## config.mk

```make
export PLATFORM = sky130hd
export DESIGN_NAME = seg_scan_driver
export DESIGN_NICKNAME = d
export VERILOG_FILES = /design/src/rtl/seg_pkg.sv /design/src/rtl/hex7_decode.sv /design/src/rtl/seg_scan_driver.sv
export SDC_FILE = /design/constraint.sdc
export NUM_CORES = 1
export LEC_CHECK = 0
export ABC_AREA = 1
export BUFFER_PORTS_ARGS = -buffer_cell sky130_fd_sc_hd__buf_2
export CORE_MARGIN = 2
export CORE_UTILIZATION = 45
export CTS_BUF_LIST = sky130_fd_sc_hd__clkbuf_4 sky130_fd_sc_hd__clkbuf_8 sky130_fd_sc_hd__clkbuf_16
export CTS_CLUSTER_DIAMETER = 100
export CTS_CLUSTER_SIZE = 24
export DETAILED_ROUTE_END_ITERATION = 7
export GPL_TIMING_DRIVEN = 1
export PLACE_DENSITY = 0.74
export SLEW_MARGIN = 15
export SYNTH_ARGS = -nofsm -noshare
export SYNTH_HDL_FRONTEND = slang
export SYNTH_SLANG_ARGS = --single-unit
```

## constraint.sdc

```tcl
create_clock -name clk -period 1.68 [get_ports clk]
set_input_delay 0.168 -clock clk [delete_from_list [all_inputs] [get_ports clk]]
set_output_delay 0.168 -clock clk [all_outputs]
set_load 0.01 [all_outputs]
```

## src/rtl/seg_pkg.sv

```systemverilog
// Shared constants for the multiplexed 7-segment display driver.
// Segment patterns are active-low: bit7=dp, bits6:0 = g..a.
package seg_pkg;

    localparam int unsigned SEG_W  = 8;
    localparam int unsigned NIB_W  = 4;
    localparam int unsigned SEG_DP = 7;

    localparam logic [SEG_W-1:0] SEG_BLANK = 8'hFF;

    // Entry n is the glyph for hex value n (index 0 in the low byte).
    localparam logic [15:0][SEG_W-1:0] GLYPH = {
        8'h8E, 8'h86, 8'hA1, 8'hC6, 8'h83, 8'h88, 8'h90, 8'h80,
        8'hF8, 8'h82, 8'h92, 8'h99, 8'hB0, 8'hA4, 8'hF9, 8'hC0
    };

endpackage

```

## src/rtl/hex7_decode.sv

```systemverilog
// Combinational hex nibble to active-low 7-segment pattern with decimal point.
module hex7_decode
    import seg_pkg::*;
(
    input  logic [NIB_W-1:0] nibble,
    input  logic             dp,
    output logic [SEG_W-1:0] seg_c
);

    always_comb begin
        seg_c = GLYPH[nibble];
        if (dp) begin
            seg_c[SEG_DP] = 1'b0;
        end
    end

endmodule

```

## src/rtl/seg_scan_driver.sv

```systemverilog
// Time-multiplexed N-digit common-anode 7-segment driver with per-slot
// dead-time, frame-coherent input snapshot and frame-based blinking.
module seg_scan_driver
    import seg_pkg::*;
#(
    parameter int unsigned NUM_DIGITS    = 8,
    parameter int unsigned SCAN_DIV      = 100000,
    parameter int unsigned GUARD_CYCLES  = 2000,
    parameter int unsigned BLINK_FRAMES  = 64,
    parameter bit          AN_ACTIVE_LOW = 1'b1
) (
    input  logic                        clk,
    input  logic                        rst_n,
    input  logic                        enable,
    input  logic [NIB_W*NUM_DIGITS-1:0] digits,
    input  logic [NUM_DIGITS-1:0]       dp_en,
    input  logic [NUM_DIGITS-1:0]       blank_mask,
    input  logic [NUM_DIGITS-1:0]       blink_mask,
    output logic [SEG_W-1:0]            seg_out,
    output logic [NUM_DIGITS-1:0]       an_out,
    output logic                        frame_start
);

    localparam int unsigned PRE_W = (SCAN_DIV > 1)     ? $clog2(SCAN_DIV)     : 1;
    localparam int unsigned IDX_W = (NUM_DIGITS > 1)   ? $clog2(NUM_DIGITS)   : 1;
    localparam int unsigned FRM_W = (BLINK_FRAMES > 1) ? $clog2(BLINK_FRAMES) : 1;

    localparam logic [PRE_W-1:0] PRE_LAST = PRE_W'(SCAN_DIV - 1);
    localparam logic [PRE_W-1:0] GUARD    = PRE_W'(GUARD_CYCLES);
    localparam logic [IDX_W-1:0] IDX_LAST = IDX_W'(NUM_DIGITS - 1);
    localparam logic [FRM_W-1:0] FRM_LAST = FRM_W'(BLINK_FRAMES - 1);

    localparam logic [NUM_DIGITS-1:0] AN_OFF = AN_ACTIVE_LOW ? {NUM_DIGITS{1'b1}}
                                                             : {NUM_DIGITS{1'b0}};

    logic [PRE_W-1:0] pre_q, pre_d;
    logic [IDX_W-1:0] idx_q, idx_d;
    logic [FRM_W-1:0] frm_q, frm_d;
    logic             blink_q, blink_d;

    logic [NUM_DIGITS-1:0][NIB_W-1:0] dig_q, dig_d;
    logic [NUM_DIGITS-1:0]            dp_q, dp_d;
    logic [NUM_DIGITS-1:0]            blank_q, blank_d;
    logic [NUM_DIGITS-1:0]            blinkm_q, blinkm_d;

    logic [SEG_W-1:0]      seg_q, seg_d;
    logic [NUM_DIGITS-1:0] an_q, an_d;
    logic                  fs_q, fs_d;

    logic             snap_c;
    logic             dark_c;
    logic [SEG_W-1:0] glyph_c;

    hex7_decode u_hex7 (
        .nibble (dig_q[idx_q]),
        .dp     (dp_q[idx_q]),
        .seg_c  (glyph_c)
    );

    // State registers
    always_ff @(posedge clk or negedge rst_n) begin
        if (!rst_n) begin
            pre_q    <= '0;
            idx_q    <= '0;
            frm_q    <= '0;
            blink_q  <= 1'b0;
            dig_q    <= '0;
            dp_q     <= '0;
            blank_q  <= '0;
            blinkm_q <= '0;
            seg_q    <= SEG_BLANK;
            an_q     <= AN_OFF;
            fs_q     <= 1'b0;
        end else begin
            pre_q    <= pre_d;
            idx_q    <= idx_d;
            frm_q    <= frm_d;
            blink_q  <= blink_d;
            dig_q    <= dig_d;
            dp_q     <= dp_d;
            blank_q  <= blank_d;
            blinkm_q <= blinkm_d;
            seg_q    <= seg_d;
            an_q     <= an_d;
            fs_q     <= fs_d;
        end
    end

    // Scan counters, snapshot capture and blink phase
    always_comb begin
        pre_d    = pre_q;
        idx_d    = idx_q;
        frm_d    = frm_q;
        blink_d  = blink_q;
        dig_d    = dig_q;
        dp_d     = dp_q;
        blank_d  = blank_q;
        blinkm_d = blinkm_q;
        snap_c   = enable && (pre_q == '0) && (idx_q == '0);

        if (!enable) begin
            pre_d   = '0;
            idx_d   = '0;
            frm_d   = '0;
            blink_d = 1'b0;
        end else begin
            if (pre_q == PRE_LAST) begin
                pre_d = '0;
                idx_d = (idx_q == IDX_LAST) ? '0 : idx_q + IDX_W'(1);
            end else begin
                pre_d = pre_q + PRE_W'(1);
            end

            if (snap_c) begin
                dig_d    = digits;
                dp_d     = dp_en;
                blank_d  = blank_mask;
                blinkm_d = blink_mask;
                if (frm_q == FRM_LAST) begin
                    frm_d   = '0;
                    blink_d = ~blink_q;
                end else begin
                    frm_d = frm_q + FRM_W'(1);
                end
            end
        end
    end

    // Output stage: guard window keeps every anode off while segments settle
    always_comb begin
        seg_d  = SEG_BLANK;
        an_d   = AN_OFF;
        fs_d   = snap_c;
        dark_c = blank_q[idx_q] | (blinkm_q[idx_q] & blink_q);

        if (enable && (pre_q >= GUARD)) begin
            an_d = AN_OFF ^ (NUM_DIGITS'(1) << idx_q);
            if (!dark_c) begin
                seg_d = glyph_c;
            end
        end
    end

    assign seg_out     = seg_q;
    assign an_out      = an_q;
    assign frame_start = fs_q;

endmodule

```

# After elaboration in Yosys (flattened, before gate mapping)
# Memory sizes are Yosys's and may differ from the RTL's.
# Index checks and enable logic that the tools add are counted.
# totals
reg_bits,100
mem_bits_ro,128
input_bits,59
elab_cells,67
memories,1
# op_classes
add_sub_neg,3
order_cmp,3
n_eq_ne,6
shifts,1
n_mux,24
bitwise_logic,4
n_reduce_logical,7
# mem_list
memory,depth,word_bits,rd,rd_clocked_by_memory_dff,wr,line_no,source
(no name shown),16,8,1,0,0,hex7_decode.sv:11,seg_c = GLYPH[nibble];
# ops
operator,count
2-to-1 mux 17 bit,2
2-to-1 mux 8 bit,4
2-to-1 mux 6 bit,3
adder 17 x 1 -> 17 bit (second input constant),1
== test 17 bit (second input constant),1
greater-or-equal comparator 17 x 11 -> 1 bit (second input constant),1
logical NOT 17 bit,1
binary-select mux 4 bit (select 3 bit),1
binary-select mux 1 bit (select 3 bit),3
2-to-1 mux 3 bit,3
NOT 8 bit,1
left shift 1 x 3 -> 8 bit (first input constant),1
2-to-1 mux 1 bit,7
adder 6 x 1 -> 6 bit (second input constant),1
== test 6 bit (second input constant),1
!= test 2 x 1 -> 1 bit (second input constant),3
< comparator 4 x 5 -> 1 bit (second input constant),1
< comparator 3 x 4 -> 1 bit (second input constant),1
2-to-1 mux 4 bit,1
AND reduction 2 bit,2
adder 3 x 1 -> 3 bit (second input constant),1
== test 3 bit (second input constant),1
logical AND 1 bit,3
logical NOT 3 bit,1
other kinds (3),3

# Depth between registers and ports, before layout
# logic_depth
word_depth,7
mapped_depth,14

# Hierarchy
# From an unflattened synthesis, not the netlist that was laid out.
# unflattened
hier_cells,662
hier_area_um2,5182.5
# modules_own_cells
mod,instances,cells_each,area_per_inst_um2,seq_area_each_um2
seg_scan_driver,1,612,4904.7,2522.4
hex7_decode,1,50,277.8,0.0

# Worst setup path before layout
# Ideal clock, no wire load.
# synth_path
path_type,flip-flop to flip-flop
from,register idx_q[0]
to,register blank_q[3]
setup_time_ps,116
t_arrival_ps,1702
required_time_ps,1564
slack_ps,-138
path_stages_with_launch,12
period_less_slack_ps,1818
cell_sequence,dfrtp_1 > buf_6 > inv_4 > buf_2 > ha_1 > nand3_1 > nor2_1 > nand3_1 > buf_2 > buf_2 > nand2_1 > nand2_1
# synth_between
elab_chain_len,3
# synth_rtl
item,line_no,source
"start, declared",seg_scan_driver.sv:37,"logic [IDX_W-1:0] idx_q, idx_d;"
"start signal, assigned",seg_scan_driver.sv:76,idx_q <= idx_d;
logical NOT 3 bit,seg_scan_driver.sv:99,snap_c = enable && (pre_q == '0) && (idx_q == '0);
logical AND 1 bit,seg_scan_driver.sv:99,
AND reduction 2 bit (no source line),n/a,
"end signal, assigned",seg_scan_driver.sv:81,blank_q <= blank_d;
"end, declared",seg_scan_driver.sv:43,"logic [NUM_DIGITS-1:0] blank_q, blank_d;"
# No other way between the ends.
# A chain may end at the register's enable or synchronous reset.

# Final worst setup path
# layout_path
from,register pre_q[0]
to,register idx_q[1]
# layout_between
elab_chain_len,2
# layout_rtl
item,line_no,source
"start, declared",seg_scan_driver.sv:36,"logic [PRE_W-1:0] pre_q, pre_d;"
"start signal, assigned",seg_scan_driver.sv:75,pre_q <= pre_d;
== test 17 bit,seg_scan_driver.sv:107,if (pre_q == PRE_LAST) begin
!= test 2 x 1 -> 1 bit (no source line),n/a,
# No other way between the ends.

==> qor.yml <==
outcome: "complete, but fails checks"
violations: "negative setup slack"
finalMaxSlewViolations: 0
p_leak_nw: 3.23
grt_pass1_wl_um: 20900
combinationalPowerShare: 0.269
rsz0062_at_grt: "yes"
cap_viol_max_count: 0
netSwitchingPower_mw: 2.25
diodes: 0
clock_skew_ps: 6.17
arrival_ps: 2010
setup_ws_ps: -81.2
drc: 0
routed_wl_um: 13000
clkTransAtPathRegs_ps: 70
die_area_um2: 12100
die_w_um: 110
p_int_mw: 4.93
areaGrowthSynthToFinish_pct: 30.0
clockBufferDepth: 2
ys_seq_area_frac: 0.497
hold_depth: 3
drive_above_1_share: 0.297
syn_avg_cell_area_um2: 7.88
hp-class: "input port to register"
final_nets: 833
cts_root_buffer: "clkbuf_16"
power_mw: 7.18
dpl.hpwl_um: 9130
path_cells: "ha_2 > nand2_2 > nor2_4 > nand4_1 > nor3_2 > nand2_2 > buf_4 > nand3_1 > nand2_1"
layout_commonest_cell: "nand2_1"
cts_tree: "done"
most-common-layout-cells: "nand2_1 (238), dfrtp_1 (83), buf_2 (74)"
ios: 76
grt_start_max_net_pins: 42
period_share: 1.05
drt.antenna.violating_nets: 0
grt_pass1_vias: 4483
viasPerCell: 5.07
required_ps: 1930
drtIter0Drc: 288
netlist_instances: 644
io_buffers: 75
finalSetupViolCount: 14
power_density_nw_per_um2: 1090
period_minus_slack_ps: 1760
track_usage: 0.223
critPathSlowestCell: "dfrtp_1"
worstSetupStartpointType: "register"
clkLatencyLatePin_ps: 350
max_stage_delay_ps: 400
synth_cell_type_count: 36
htree_levels: 3
vias: 4581
synth-seq-cells: 100
crit_type: "register to register"
syn-cell-area_um2: 5080
numCtsBuffers: 9
critPathMaxFanout: 4
initial_core_util: 0.464
gp_congestion: 0.872
irDropWorstVdd_v: 0.000640
synth_nets: 718
cts_num_sinks: 100
nFillCells: 937
core.rowCount: 38
swShare: 0.313
worstMarginPinSlew_ps: 454
crit_family: "simple AND/OR/NAND/NOR gates"
end_kind: "register"
antenna_found_initial: 0
wl_per_cell_um: 14.3
fin_hold_ws_ps: 9.14
core_area_um2: 10900
hold_viol_final: 0
crit_buf_inv: 1
path_common_cell: "nand2_2"
synth_warnings: 0
pwr-share-clk: 0.303
cp.depth: 9
grt-ovfl-total: 0
slew_headroom: 0.695
die_h_um: 110
max_clock_freq_mhz: 568
seqPwrFrac: 0.428
r2r_cells: 9
firstDrtPassIters: 5
[kinds of logic (layout without fill, tap and decap cells)]
kind of cell,Yosys count,count (layout),synth area share
buffers and inverters,82,202,0.0720
xor gates and xnor gates,13,13,0.0224
AOI/OAI and AO/OA,41,41,0.0441
and+or+nand+nor,393,393,0.328
DFF,100,100,0.497
adders and majority gates,15,15,0.0370
[power by group through the flow]
| stage | combinational, mW | clock, mW | sequential (mW) |
|---|---|---|---|
| final | 1.93 | 2.18 | 3.08 |
| after floorplan | 1.13 | 0 | 3.05 |
| after global placement | 1.59 | 0 | 3.09 |
| after CTS | 1.66 | 2.20 | 3.07 |
| after detailed placement | 1.62 | 0 | 3.10 |
| after global routing | 2.18 | 2.33 | 3.13 |
[worst reg2reg max path, stage by stage (launching register included)]
cell     delay (ps)
dfrtp_1         400
ha_2            220
nand2_2          80
nor2_4          140
nand4_1         120
nor3_2          280
nand2_2         150
buf_4           160
nand3_1          60
nand2_1          60
[sequential cells by signal, indices dropped and copies added (netlist names)]
signal       flops
dp_q             8
frame_start      1
blinkm_q         8
pre_q           17
an_out           8
blank_q          8
frm_q            6
seg_out          8
blink_q          1
idx_q            3
dig_q           32
[metrics by stage]
stage,utilization,worst slack [ps],setup TNS (ps),cells,instance area (um^2)
floorplan,-,10.3,0,644,5130
global placement,0.541,-40.3,-150,877,5920
CTS,0.574,-6.43,-6.43,896,6270
global route,0.604,-187,-6540,904,6600
detailed placement,0.541,-66.4,-315,877,5920
finish,0.604,-81.2,-355,904,6600
[per-layer routing]
layer | vias up | wire length [um] | global-route usage
met5 | - | 0 | 0
met4 | 0 | 264 | 0.0848
met3 | 22 | 565 | 0.0400
met2 | 110 | 6510 | 0.383
met1 | 2206 | 5630 | 0.280
li1 | 2243 | - | -
[path summary, 6_finish.rpt]
check | startpoint | end | slack [ps]
max in group asynchronous | rst_n | seg_out[2] | 780
worst max register to register | pre_q[0] | idx_q[1] | -80
worst max-delay path | pre_q[0] | idx_q[1] | -80
worst min-delay path | digits[27] | dig_q[27] | 9
worst min register to register | dig_q[7] | dig_q[7] | 480
min in group asynchronous | rst_n | dig_q[16] | 290
[synthesized netlist by cell type, drive strengths merged]
library cell,instances,share of area
a21oi,5,0.0057
a32o,2,0.0039
and2,1,0.0012
buf,23,0.028
clkbuf,2,0.0017
dfrtp,84,0.41
dfstp,16,0.083
ha,15,0.037
inv,57,0.043
nand2,255,0.19
nand3,68,0.069
nand3b,2,0.0030
nand4,4,0.0049
nor2,52,0.043
nor3,7,0.0099
nor3b,1,0.0015
nor4,1,0.0012
o21a,1,0.0015
o21ai,32,0.032
o31ai,1,0.0015
or2,2,0.0025
xnor2,2,0.0035
xor2,11,0.019
[final cells by class]
cell class                 count  area, um^2  share of cell area
tap                          140         175              0.0265
clock buffer                  14         275              0.0417
inverter                      57         228              0.0345
timing repair buffer         129         906               0.137
multi-input combinational    462        2460               0.372
clock inverter                 2        35.0             0.00531
sequential                   100        2520               0.382
[repair_timing]
item                                   CTS  global route
hold buffers                             1             0
gates resized for setup                  8            56
pin swaps                                1            18
setup buffers                            2             7
endpoints found under the hold margin   23             0
cloned                                   0             1
setup endpoints to repair               17            75
No activity file was read; power rests on OpenSTA's default activity.
